$ cat config.mk
export PLATFORM = sky130hd
export DESIGN_NAME = bitext_serial
export DESIGN_NICKNAME = d
export VERILOG_FILES = /design/src/rtl/bitext_pkg.sv /design/src/rtl/bitext_digit_add.sv /design/src/rtl/bitext_serial.sv
export SDC_FILE = /design/constraint.sdc
export NUM_CORES = 1
export LEC_CHECK = 0
export ABC_AREA = 1
export BUFFER_PORTS_ARGS = -buffer_cell sky130_fd_sc_hd__buf_2
export CAP_MARGIN = 15
export CELL_PAD_IN_SITES_DETAIL_PLACEMENT = 1
export CELL_PAD_IN_SITES_GLOBAL_PLACEMENT = 2
export CORE_MARGIN = 4
export CORE_UTILIZATION = 28
export CTS_CLUSTER_SIZE = 20
export DETAILED_ROUTE_END_ITERATION = 12
export MAX_ROUTING_LAYER = met4
export PLACE_DENSITY = 0.86
export SYNTH_ARGS = -nofsm -noshare
export SYNTH_HDL_FRONTEND = slang
export SYNTH_HIERARCHICAL = 1
export SYNTH_SLANG_ARGS = --single-unit
$ cat constraint.sdc
create_clock -name clk -period 2.29 [get_ports clk]
set_clock_uncertainty 0.15 [all_clocks]
set_input_delay 0.3435 -clock clk [delete_from_list [all_inputs] [get_ports clk]]
set_output_delay 0.3435 -clock clk [all_outputs]
set_load 0.02 [all_outputs]
$ cat src/rtl/bitext_pkg.sv
// rtl/bitext_pkg.sv - shared types and sizing helpers for the digit-serial MSB-of-sum extractor
package bitext_pkg;

  typedef enum logic [1:0] {IDLE, RUN, DONE} state_t;

  function automatic int clog2(input int v);
    int r;
    r = 0;
    while ((1 << r) < v) r++;
    return r;
  endfunction

  function automatic int sum_width(input int aw, input int bw);
    return (aw > bw) ? aw : bw;
  endfunction

  function automatic int ndig(input int sw, input int d);
    return (sw + d - 1) / d;
  endfunction

endpackage

$ cat src/rtl/bitext_digit_add.sv
// rtl/bitext_digit_add.sv - one DIGIT-wide adder slice with full carry out and a tap at bit TAP
module bitext_digit_add #(
  parameter int DIGIT = 8,
  parameter int TAP   = DIGIT - 1
) (
  input  logic [DIGIT-1:0] a,
  input  logic [DIGIT-1:0] b,
  input  logic             cin,
  output logic             cout,
  output logic             tap_y,
  output logic             tap_c
);

  logic [DIGIT-1:0] sum_unused;
  logic [TAP+1:0]   part;

  assign {cout, sum_unused} = {1'b0, a} + {1'b0, b} + {{DIGIT{1'b0}}, cin};

  // Carry out of the tap bit differs from the slice carry when zero padding sits above it.
  assign part  = {1'b0, a[TAP:0]} + {1'b0, b[TAP:0]} + {{(TAP + 1){1'b0}}, cin};
  assign tap_y = part[TAP];
  assign tap_c = part[TAP+1];

endmodule

$ cat src/rtl/bitext_serial.sv
// rtl/bitext_serial.sv - multi-lane digit-serial extractor of sum MSB and its carry out
module bitext_serial
  import bitext_pkg::*;
#(
  parameter int A_WIDTH  = 32,
  parameter int B_WIDTH  = 32,
  parameter int A_SIGNED = 0,
  parameter int B_SIGNED = 0,
  parameter int LANES    = 1,
  parameter int DIGIT    = 8
) (
  input  logic                       clk,
  input  logic                       rst,
  input  logic                       in_valid,
  output logic                       in_ready,
  input  logic [LANES*A_WIDTH-1:0]   in_a,
  input  logic [LANES*B_WIDTH-1:0]   in_b,
  output logic                       out_valid,
  input  logic                       out_ready,
  output logic [LANES-1:0]           out_y,
  output logic [LANES-1:0]           out_cout
);

  localparam int SW   = sum_width(A_WIDTH, B_WIDTH);
  localparam int ND   = ndig(SW, DIGIT);
  localparam int PW   = ND * DIGIT;
  localparam int TAP  = (SW - 1) % DIGIT;
  localparam int CW   = (ND > 1) ? clog2(ND) : 1;
  localparam bit SEXT = (A_SIGNED != 0) && (B_SIGNED != 0);

  state_t           state;
  logic [CW-1:0]    cnt;
  logic [LANES-1:0] carry;
  logic [PW-1:0]    a_sh  [LANES];
  logic [PW-1:0]    b_sh  [LANES];
  logic [PW-1:0]    a_ext [LANES];
  logic [PW-1:0]    b_ext [LANES];
  logic [LANES-1:0] dig_cout;
  logic [LANES-1:0] tap_y;
  logic [LANES-1:0] tap_c;

  for (genvar l = 0; l < LANES; l++) begin : g_lane
    logic [A_WIDTH-1:0] a_raw;
    logic [B_WIDTH-1:0] b_raw;
    logic [SW-1:0]      a_sw;
    logic [SW-1:0]      b_sw;

    assign a_raw = in_a[l*A_WIDTH +: A_WIDTH];
    assign b_raw = in_b[l*B_WIDTH +: B_WIDTH];

    // Sign extension only when both operands are signed, matching Verilog expression rules.
    if (SEXT) begin : g_sext
      assign a_sw = SW'($signed(a_raw));
      assign b_sw = SW'($signed(b_raw));
    end else begin : g_zext
      assign a_sw = SW'(a_raw);
      assign b_sw = SW'(b_raw);
    end

    assign a_ext[l] = PW'(a_sw);
    assign b_ext[l] = PW'(b_sw);

    bitext_digit_add #(
      .DIGIT (DIGIT),
      .TAP   (TAP)
    ) u_add (
      .a     (a_sh[l][DIGIT-1:0]),
      .b     (b_sh[l][DIGIT-1:0]),
      .cin   (carry[l]),
      .cout  (dig_cout[l]),
      .tap_y (tap_y[l]),
      .tap_c (tap_c[l])
    );
  end

  // Operands shift down one digit per RUN cycle so the adder always sees the low digit.
  always_ff @(posedge clk or posedge rst) begin
    if (rst) begin
      state     <= IDLE;
      cnt       <= '0;
      carry     <= '0;
      in_ready  <= 1'b1;
      out_valid <= 1'b0;
      out_y     <= '0;
      out_cout  <= '0;
      for (int l = 0; l < LANES; l++) begin
        a_sh[l] <= '0;
        b_sh[l] <= '0;
      end
    end else begin
      case (state)
        IDLE: begin
          if (in_valid) begin
            for (int l = 0; l < LANES; l++) begin
              a_sh[l] <= a_ext[l];
              b_sh[l] <= b_ext[l];
            end
            carry    <= '0;
            cnt      <= '0;
            in_ready <= 1'b0;
            state    <= RUN;
          end
        end
        RUN: begin
          carry <= dig_cout;
          cnt   <= cnt + 1'b1;
          for (int l = 0; l < LANES; l++) begin
            a_sh[l] <= a_sh[l] >> DIGIT;
            b_sh[l] <= b_sh[l] >> DIGIT;
          end
          if (cnt == CW'(ND - 1)) begin
            out_y     <= tap_y;
            out_cout  <= tap_c;
            out_valid <= 1'b1;
            state     <= DONE;
          end
        end
        DONE: begin
          if (out_ready) begin
            out_valid <= 1'b0;
            in_ready  <= 1'b1;
            state     <= IDLE;
          end
        end
        default: state <= IDLE;
      endcase
    end
  end

endmodule
# After elaboration in Yosys (flattened, before gate mapping)
# Index checks and enable logic that the tools add are counted.
dict set report totals {
  regBits 73
  inputBits 68
  output_inout_bits 4
  wordCells 44
}
dict set report op_classes {
  n_addsub 3
  n_eq_ne 6
  mux 17
  n_reduce_logical 9
}
# operator count
set ops {}
lappend ops {{$pmux 32 s2} 2}
lappend ops {{$mux 32} 2}
lappend ops {{$add 8x8->9} 1}
lappend ops {{$add 9x1->9} 1}
lappend ops {{$reduce_and 3->1} 3}
lappend ops {{$mux 2} 4}
lappend ops {{$ne 2x2->1 const B} 3}
lappend ops {{$pmux 1 s2} 3}
lappend ops {{$pmux 2 s3} 1}
lappend ops {{$reduce_bool 2->1} 3}
lappend ops {{$eq 2x2->1 const B} 2}
lappend ops {{$mux 1} 4}
lappend ops {{$pmux 2 s2} 1}
lappend ops {{$reduce_and 2->1} 2}
lappend ops {{$add 2x1->2 const B} 1}
lappend ops {{$eq 2x1->1 const B} 1}
lappend ops {{$logic_not 2->1} 1}

# Depth between registers and ports, before layout
# Gate-level depths: netlist (run 1).
dict set report logic_depth {
  word_depth 3
  depth_mapped 12
  depth_no_buf 11
}

# By module
# The synthesis (run 1) kept the hierarchy.
# module n_inst cells_each area_per_inst_um2 seq_area_each_um2
set modules_own_cells {}
lappend modules_own_cells {bitext_serial 1 520 3754.9 1828.0}
lappend modules_own_cells {bitext_digit_add 1 49 272.8 0.0}

# Worst setup path before layout (run 1)
# Ideal clock, no wire load.
dict set report synth_path {
  path_kind {register -> register}
  startpoint {reg a_sh[6] in the netlist's numbering}
  endpoint {reg out_cout}
  setup_time_ns 0.117
  arrival_ns 1.307
  t_required_ns 2.023
  path_slack_ns 0.716
  path_stages_with_launch 11
  path_buffers 1
  period_less_slack_ns 1.574
  path_cell_list {dfrtp_1 > ha_1 > nand2_2 > inv_2 > a21oi_1 > nor2_1 > nor2_1 > nand2_1 > buf_4 > nand3_1 > nand2_1}
}
dict set report synth_via {
  elab_chain_cells 2
}
# element line_no
set synth_rtl {}
lappend synth_rtl {{start: declaration} bitext_serial.sv:34} ;# logic [PW-1:0] a_sh [LANES];
lappend synth_rtl {{start signal: indexed assignment} bitext_serial.sv:95} ;# a_sh[l] <= a_ext[l];
lappend synth_rtl {{start signal: indexed assignment} bitext_serial.sv:108} ;# a_sh[l] <= a_sh[l] >> DIGIT;
lappend synth_rtl {{$add 8x8->9} --}
lappend synth_rtl {{$add 9x1->9} --}
lappend synth_rtl {{named net dig_cout} bitext_serial.sv:38} ;# logic [LANES-1:0] dig_cout;
lappend synth_rtl {{end signal: assignment} bitext_serial.sv:113} ;# out_cout <= tap_c;
lappend synth_rtl {{end: declaration} bitext_serial.sv:21} ;# output logic [LANES-1:0] out_cout
# The timed path passes the listed nets, and every way through them passes these cells.
# A chain may end at the register's enable or synchronous reset.

# Worst setup path after layout (run 1)
dict set report layout_path {
  startpoint {reg state[1]}
  endpoint {reg a_sh[3] in the netlist's numbering}
}
dict set report layout_via {
  elab_chain_cells 3
  word_cells_on_any_way 6
  cone_classes {2 x eq/ne; 1 x mux; 3 x reduce/logical}
}
# element line_no
set layout_rtl {}
lappend layout_rtl {{start: declaration} bitext_serial.sv:31} ;# state_t state;
lappend layout_rtl {{start signal: assignment} bitext_serial.sv:79} ;# state <= IDLE;
lappend layout_rtl {{start signal: assignment} bitext_serial.sv:101} ;# state <= RUN;
lappend layout_rtl {{start signal: assignment} bitext_serial.sv:115} ;# state <= DONE;
lappend layout_rtl {{$eq 2x1->1 or $logic_not 2->1 (tied branches)} bitext_serial.sv:91} ;# case (state)
lappend layout_rtl {{$reduce_bool 2->1 (no line) or $ne 2x2->1 (tied branches)} --}
lappend layout_rtl {{$reduce_and 2->1 (no line)} --}
# Several ways; a longest one is shown, not always the timed one.

==> results of run 1 <==
[critical path, stage by stage (launching register included)]
cell,delay (ps)
dfrtp_1,400
inv_2,110
nand2_4,260
nand2_2,180
buf_12,240
nand3_1,150
nand2_1,90
[worst paths after layout]
path,cells past startpoint,endpoint,startpoint
hold reg to reg,2,in_ready,in_ready
hold / removal,3,b_sh[29],in_b[29]
max in group asynchronous,4,b_sh[20],rst
setup / recovery,6,a_sh[3],state[1]
setup reg to reg,6,a_sh[3],state[1]
min in group asynchronous,3,out_y,rst
[through the flow]
| step | instances | utilization, % | area, um2 | hold slack, ps |
|---|---|---|---|---|
| floorplan | 569 | - | 4031 | 290.1 |
| global placement | 798 | 32.46 | 4541 | 302.6 |
| detailed placement | 798 | 32.46 | 4541 | 306.5 |
| CTS | 815 | 34.35 | 4805 | 46.40 |
| global route | 815 | 34.35 | 4805 | 61.72 |
| finish | 815 | 34.35 | 4805 | 54.08 |
[flip-flops by register name (all words and copies together) (netlist names)]
| register | flops |
|---|---|
| carry | 1 |
| out_cout | 1 |
| in_ready | 1 |
| b_sh | 32 |
| out_valid | 1 |
| out_y | 1 |
| state | 2 |
| a_sh | 32 |
| cnt | 2 |
[area by class of cell]
cell class,instances,area [um2]
Clock inverter,2,10.01
Clock buffer,14,244.0
Sequential cell,73,1829
Fill cell,1801,9184
Tap cell,180,225.2
Multi-Input combinational cell,356,1597
Timing Repair Buffer,82,490.5
Inverter,108,409.1
[what timing repair did]
item | CTS | global route
endpoints found under the hold margin | 27 | 0
buffers inserted | 0 | 0
hold buffers | 1 | 0
[report_power, final]
part,internal (mW),switching [mW]
sequential,1.91,0.341
clock,0.732,0.514
combinational,1.14,2.11
[layer usage]
layer | share of wire [%] | up-vias
met3 | 3.1 | 13
met5 | 0 | -
met1 | 48 | 1691
met2 | 48 | 48
met4 | 1.3 | 0
li1 | - | 1840
[synth_stat cells]
cell / count / area, um2
ha_1: 9 / 112.6
nand2_1: 210 / 788.3
nand2_4: 1 / 11.26
o21ai_0: 1 / 5.000
a21oi_1: 4 / 20.02
o31ai_1: 1 / 7.510
nand2_2: 4 / 25.02
inv_1: 102 / 382.9
dfstp_2: 1 / 26.28
buf_6: 4 / 45.04
nor2_1: 6 / 22.52
a21oi_2: 1 / 8.760
dfrtp_1: 72 / 1802
inv_2: 5 / 18.77
nand3_1: 119 / 595.6
clkbuf_1: 4 / 15.01
clkinv_1: 1 / 3.750
buf_4: 7 / 52.55
buf_2: 17 / 85.08
[cells by family after synthesis]
kind of cell	after synthesis	synth area share (%)
AND/OR/NAND/NOR	340	35.82
flip-flops	73	45.39
AO/OA/AOI/OAI	7	1.025
buffers and inverters	140	14.97
adder cells (fa/ha/maj)	9	2.796
==> impl_metrics.tcl, run 1 <==
set metrics [dict create \
    clk_latency_ps 330 \
    cts_tree "built" \
    final_antenna_net_count 0 \
    grt_overflow 0 \
    cts_root_buffer "clkbuf_16" \
    netlist_instances 569 \
    wl_mm 10.73 \
    drive_gt1_share_pct 16.69 \
    leakagePower_nw 2.847 \
    synth_area_um2 4028 \
    final_common_cell "nand2_1" \
    ys_warn_count 6 \
    maxSlewHeadroom_pct 52.88 \
    vias 3592 \
    io_buffers 71 \
    antenna_found_initial 0 \
    core_region_area_um2 13990 \
    vdd_drop_max_mv 0.4368 \
    layout_common_cells "210 x nand2_1, 119 x nand3_1, 101 x inv_1" \
    ys_types 19 \
    worstHoldPathType "in2reg" \
    worst_pin_slew_ps 705.3 \
    p_total_mw 6.746 \
    first_pass_iters 4 \
    use_met1_pct 18.24 \
    worstSetupStartpointType "register" \
    io_pins 72 \
    fmax_mhz 593.5 \
    hold_viol 0 \
    grt_setup_unrepaired "no" \
    htree_levels 3 \
    synth_seq_area_share_pct 45.39 \
    top_usage_layer "met2" \
    synth.avg_cell_area_um2 7.078 \
    start_util_pct 28.79 \
    setup_viol 0 \
    outcome "finished clean" \
    synth_seq_cells 73 \
    cts_buffer_depth 2 \
    die_h_um 127.9 \
    worstPathRequired_ps 2410 \
    die_w_um 127.9 \
    rows 43 \
    critPathCaptureType "register" \
    cts_resized 0 \
    dp_slack_ps 619.5 \
    cp.arrival_ps 1800 \
    clk_pin_slew_worst_paths_ps 60 \
    clock-sinks 73 \
    numCtsBuffers 9 \
    vias_per_cell 4.407 \
    drtIter0Drc 216 \
    route.detailed.drc 0 \
    grt_pass1_vias 3869 \
    syn-num-nets 646 \
    met2_usage_pct 22.77 \
    power.density_nw_per_um2 1404 \
    grt_max_degree 67 \
    grt_usage_pct 14.10 \
    period_share_pct 73.58 \
    slew_viol_final 0 \
    critPathMaxFanout 49 \
    tns_ps 0 \
    wl_per_cell_um 13.16 \
    dieArea_um2 16370 \
    globalRouteMet3Util_pct 2.667 \
    path_class "reg2reg" \
    ff2ff_setup_slack_ps 610 \
    fin_crit_ps 1685 \
    dp_hpwl_mm 7.494 \
    syn_to_final_growth_pct 19.29 \
    diodes 0 \
    nets 707 \
    max-cap-violations 0 \
    grt_pass1_wl_mm 18.28 \
    gp_congestion 0.7532 \
    worst_slack_ps 605.1 \
]
Power figures use the tool's default switching activity.
==> inputs of run 2 (changes only) <==
- CORE_UTILIZATION: 28 -> 31
- PLACE_DENSITY: 0.86 -> 0.9
- clock period: 2.29 -> 1.7 ns (I/O delays scaled with it)
==> impl_metrics.tcl, run 2 (synthesis gave the netlist of run 1 again) <==
set metrics [dict create \
    clk_latency_ps 330 \
    comb_power_share_pct 47.9 \
    io_pins 72 \
    placed_cells 788 \
    grt_pass1_wl_mm 18.81 \
    maxSlewHeadroom_pct 65.67 \
    tns_ps 0 \
    die_w_um 122.0 \
    rows 41 \
    worstHoldPathType "in2reg" \
    p_sw_mw 4.115 \
    fill_cells 1612 \
    period_share_pct 91.69 \
    vias 3715 \
    outcome "finished clean" \
    worstPathRequired_ps 1770 \
    gp_congestion 0.7784 \
    clock-sinks 73 \
    critPathCaptureType "register" \
    cts_tree "built" \
    finalNonFillerCells 824 \
    grt_overflow 0 \
    drtIter0Drc 170 \
    post-route-util_pct 39.77 \
    leakagePower_nw 2.935 \
    dp_hpwl_mm 7.217 \
    ff2ff_setup_slack_ps 140 \
    setup_viol 0 \
    slew_viol_final 0 \
    reg2reg_depth 11 \
    antenna_found_initial 0 \
    diodes 0 \
    dp_slack_ps 86.23 \
    clkPwrFrac_pct 20.0 \
    max-cap-violations 0 \
    worst_pin_slew_ps 514.9 \
    worstSetupStartpointType "register" \
    worst_slack_ps 141.3 \
    grt_setup_unrepaired "no" \
    start_util_pct 31.79 \
    multi_input_area_um2 1628 \
    clk_pin_slew_worst_paths_ps 60 \
    dieArea_um2 14880 \
    reg_top3 "a_sh (32), b_sh (32)" \
    wl_mm 10.62 \
    power_frac_seq_pct 32.1 \
    route.detailed.drc 0 \
    final_common_cell "nand2_1" \
    register_area_um2 1829 \
    core_region_area_um2 12670 \
    critPathMaxFanout 2 \
    wl_per_cell_um 12.89 \
    vdd_drop_max_mv 0.6452 \
    drive_gt1_share_pct 17.48 \
    swShare_pct 43.31 \
    io_buffers 71 \
    cts_buffer_depth 2 \
    hold_viol 0 \
    power.density_nw_per_um2 1885 \
    die_h_um 122.0 \
    final_antenna_net_count 0 \
    grt_pass1_vias 4062 \
    fin_crit_ps 1559 \
    vias_per_cell 4.508 \
    grt_max_degree 89 \
    fmax_mhz 641.6 \
    intPower_mw 5.387 \
    cp.arrival_ps 1630 \
    numCtsBuffers 9 \
    layout_common_cells "209 x nand2_1, 119 x nand3_1, 101 x inv_1" \
    hold_path_depth 5 \
    cts_root_buffer "clkbuf_16" \
    path_class "reg2reg" \
    nets 724 \
    htree_levels 3 \
    first_pass_iters 4 \
    grt_usage_pct 16.15 \
    syn_to_final_growth_pct 25.13 \
]
[run 2: cell types whose count changed in the layout (fill, tap and decap cells not counted), sizes merged]
cell and change:
clkbuf -3, bufinv +1, clkinvlp +2, dlygate4sd3 +17
[run 2: power groups by stage]
stage | Sequential (mW) | Clock, mW | Combinational, mW
6_report | 3.05 | 1.90 | 4.55
2_1_floorplan | 2.97 | 0 | 3.46
5_1_grt | 3.16 | 2.02 | 5.35
3_5_place_dp | 3.04 | 0 | 4.48
4_1_cts | 3.03 | 1.94 | 4.55
3_3_place_gp | 3.01 | 0 | 4.25
[run 2: worst max-delay path, stage by stage, from the launching register on]
cell	delay (ps)
dfrtp_1	380
ha_1	300
nand2_1	70
nand2_2	60
nand2_1	70
nand2_1	70
nand2_1	60
nand2_1	40
nand2_1	50
nand2_1	60
nand3_1	90
nand2_1	60
[run 2: what timing repair did]
item / in CTS / in global routing
setup endpoints to repair: 0 / 3
hold buffers: 18 / 0
resized for setup: 0 / 4
hold endpoints to repair: 89 / 0
setup buffers: 0 / 2
[run 2: layout make-up]
class | instances | share of cell area (%)
Timing Repair Buffer | 99 | 13.11
Tap cell | 172 | 4.270
Multi-Input combinational cell | 356 | 32.30
Clock buffer | 11 | 4.816
Inverter | 108 | 8.118
Clock inverter | 5 | 1.092
Sequential cell | 73 | 36.30
[run 2: worst paths after layout]
path,startpoint,to
min in group asynchronous,rst,state[1]
setup reg to reg,a_sh[0],out_cout
setup / recovery,a_sh[0],out_cout
max in group asynchronous,rst,a_sh[31]
hold reg to reg,out_valid,out_valid
hold / removal,in_b[8],b_sh[8]
[run 2: through the flow]
| stage | hold slack [ps] | total power [mW] | cell area [um2] |
|---|---|---|---|
| 3_3_place_gp | 247.0 | 7.263 | 4516 |
| 3_5_place_dp | 247.6 | 7.521 | 4516 |
| 5_1_grt | 98.62 | 10.53 | 5040 |
| 2_1_floorplan | 201.6 | 6.431 | 4031 |
| 6_report | 78.73 | 9.502 | 5040 |
| 4_1_cts | 74.83 | 9.522 | 4994 |
[run 2: routing by layer]
metal / wire length (um) / GRT usage [%] / vias up
met5: 0 / - / -
met4: 242 / 6.373 / 0
met3: 271 / 2.136 / 17
met2: 5363 / 27.52 / 57
met1: 4743 / 19.43 / 1765
li1: - / - / 1876
==> inputs of run 3 (changes only) <==
- HOLD_SLACK_MARGIN: unset -> 0.15
- PLACE_DENSITY: 0.9 -> 0.8
==> impl_metrics.tcl, run 3 (synthesis gave the netlist of run 1 again) <==
set metrics [dict create \
    outcome "finished clean" \
    ff2ff_setup_slack_ps 100 \
    hold_viol 0 \
    grt_pass1_vias 4070 \
    drive_gt1_share_pct 16.79 \
    cts_root_buffer "clkbuf_16" \
    worstSetupStartpointType "register" \
    syn_to_final_growth_pct 36.97 \
    crit_path_cell_trace "ha_1, nand2_2, inv_2, a21oi_2, nand2_1, nand2_1, nand2_1, nand3_1, nand2_1" \
    critPathMaxFanout 3 \
    slowest_stage "dfrtp_1" \
    critPathBufInv 1 \
    clk_pin_slew_worst_paths_ps 60 \
    layout_common_cells "207 x nand2_1, 119 x nand3_1, 101 x inv_1" \
    reg2reg_depth 9 \
    finalNonFillerCells 869 \
    period_share_pct 93.85 \
    grt_usage_pct 16.81 \
    max-cap-violations 0 \
    critPathTopFamily "simple AND/OR/NAND/NOR gates" \
    vias_per_cell 4.388 \
    wl_per_cell_um 13.20 \
    route.detailed.drc 0 \
    cpMostUsedCell "nand2_1" \
    power.density_nw_per_um2 1753 \
    gp_congestion 0.7829 \
    cp.arrival_ps 1660 \
    p_total_mw 9.673 \
    io_pins 72 \
    path_class "reg2reg" \
    fin_crit_ps 1595 \
    clock-sinks 73 \
    numCtsBuffers 9 \
    drtIter0Drc 170 \
    whs_endpoint "b_sh[5]" \
    antenna_found_initial 0 \
    final_antenna_net_count 0 \
    cts_buffer_depth 2 \
    grt_overflow 0 \
    die_h_um 122.0 \
    start_util_pct 31.79 \
    rows 41 \
    placed_cells 788 \
    worstPathRequired_ps 1770 \
    hp-start "in_b[5]" \
    slew_viol_final 0 \
    dieArea_um2 14880 \
    vdd_drop_max_mv 0.6114 \
    diodes 0 \
    vias 3813 \
    clk_latency_ps 330 \
    grt_setup_unrepaired "no" \
    first_pass_iters 4 \
    final_common_cell "nand2_1" \
    wl_mm 11.48 \
    fill_cells 1618 \
    io_buffers 71 \
    setup_viol 0 \
    cts_tree "built" \
    grt_pass1_wl_mm 19.42 \
    htree_levels 3 \
    worst_pin_slew_ps 418.3 \
    die_w_um 122.0 \
    hold_path_depth 5 \
    nets 769 \
    core_region_area_um2 12670 \
    reg_top3 "a_sh (32), b_sh (32)" \
    dp_hpwl_mm 7.092 \
    critical-path-max-stage-delay_ps 390 \
    rr_endpoint "out_y" \
    maxSlewHeadroom_pct 72.11 \
    tns_ps 0 \
    grt_max_degree 74 \
    r2r-start "b_sh[6]" \
    leakagePower_nw 3.131 \
    worstHoldPathType "in2reg" \
    critPathCaptureType "register" \
    fmax_mhz 626.8 \
]
## run 3: cell count changes in the layout (fill, tap and decap cells not counted)
cell,before,now
clkbuf_8,1,0
inv_6,0,1
clkinv_4,0,1
buf_4,6,5
dlygate4sd3_1,18,62
nand2_2,5,7
nand2_1,209,207
buf_12,4,6
clkinv_2,2,1
## run 3: how the worst max path moves through the flow
stage | cells after the start | slack, ps | end | start
2_1_floorplan | 10 | 130 | out_cout | a_sh[6]
3_3_place_gp | 9 | 170 | out_cout | a_sh[6]
3_5_place_dp | 11 | 100 | out_y | a_sh[2]
4_1_cts | 11 | 50 | out_y | b_sh[2]
5_1_grt | 9 | 5 | out_y | b_sh[6]
6_report | 9 | 100 | out_y | b_sh[6]
## run 3: worst register-to-register path, cell delays in order (launching register included)
cell and delay [ps]:
dfrtp_1 390, ha_1 330, nand2_2 90, inv_2 50, a21oi_2 140, nand2_1 70, nand2_1 70, nand2_1 60
nand3_1 90, nand2_1 60
## run 3: what timing repair did
| action | CTS | global route |
|---|---|---|
| hold buffers | 62 | 0 |
| setup buffers | 0 | 3 |
| setup endpoints to repair | 0 | 1 |
| resized for setup | 0 | 6 |
| hold endpoints to repair | 135 | 0 |
## run 3: area by class of cell
type	count	area [um2]	share of cell area, %
Sequential cell	73	1829	33.16
Timing Repair Buffer	144	1134	20.55
Multi-Input combinational cell	356	1633	29.60
Clock buffer	10	229.0	4.151
Inverter	108	409.1	7.417
Tap cell	172	215.2	3.901
Clock inverter	6	67.56	1.225
## run 3: power by group
| group | leakage, nW | internal, mW | switching, mW |
|---|---|---|---|
| sequential | 0.902 | 2.57 | 0.482 |
| combinational | 2.09 | 1.81 | 2.93 |
| clock | 0.139 | 1.14 | 0.742 |
## run 3: per-stage QoR
stage | util [%] | setup WS (ps) | hold slack [ps] | area [um2]
5_1_grt | 43.54 | 4.548 | 183.3 | 5517
4_1_cts | 43.07 | 50.88 | 156.6 | 5458
6_report | 43.54 | 104.5 | 153.7 | 5517
3_5_place_dp | 35.83 | 101.1 | 259.7 | 4541
3_3_place_gp | 35.83 | 167.6 | 245.7 | 4541
2_1_floorplan | - | 125.9 | 201.6 | 4031
## run 3: layer usage
metal / up-vias / part of all wire (%) / wire (um) / track usage [%]
met1: 1780 / 44 / 5017 / 20.29
met4: 0 / 0.89 / 102 / 3.361
li1: 1961 / - / - / -
met3: 4 / 3.2 / 369 / 3.435
met5: - / 0 / 0 / -
met2: 68 / 52 / 5986 / 29.28
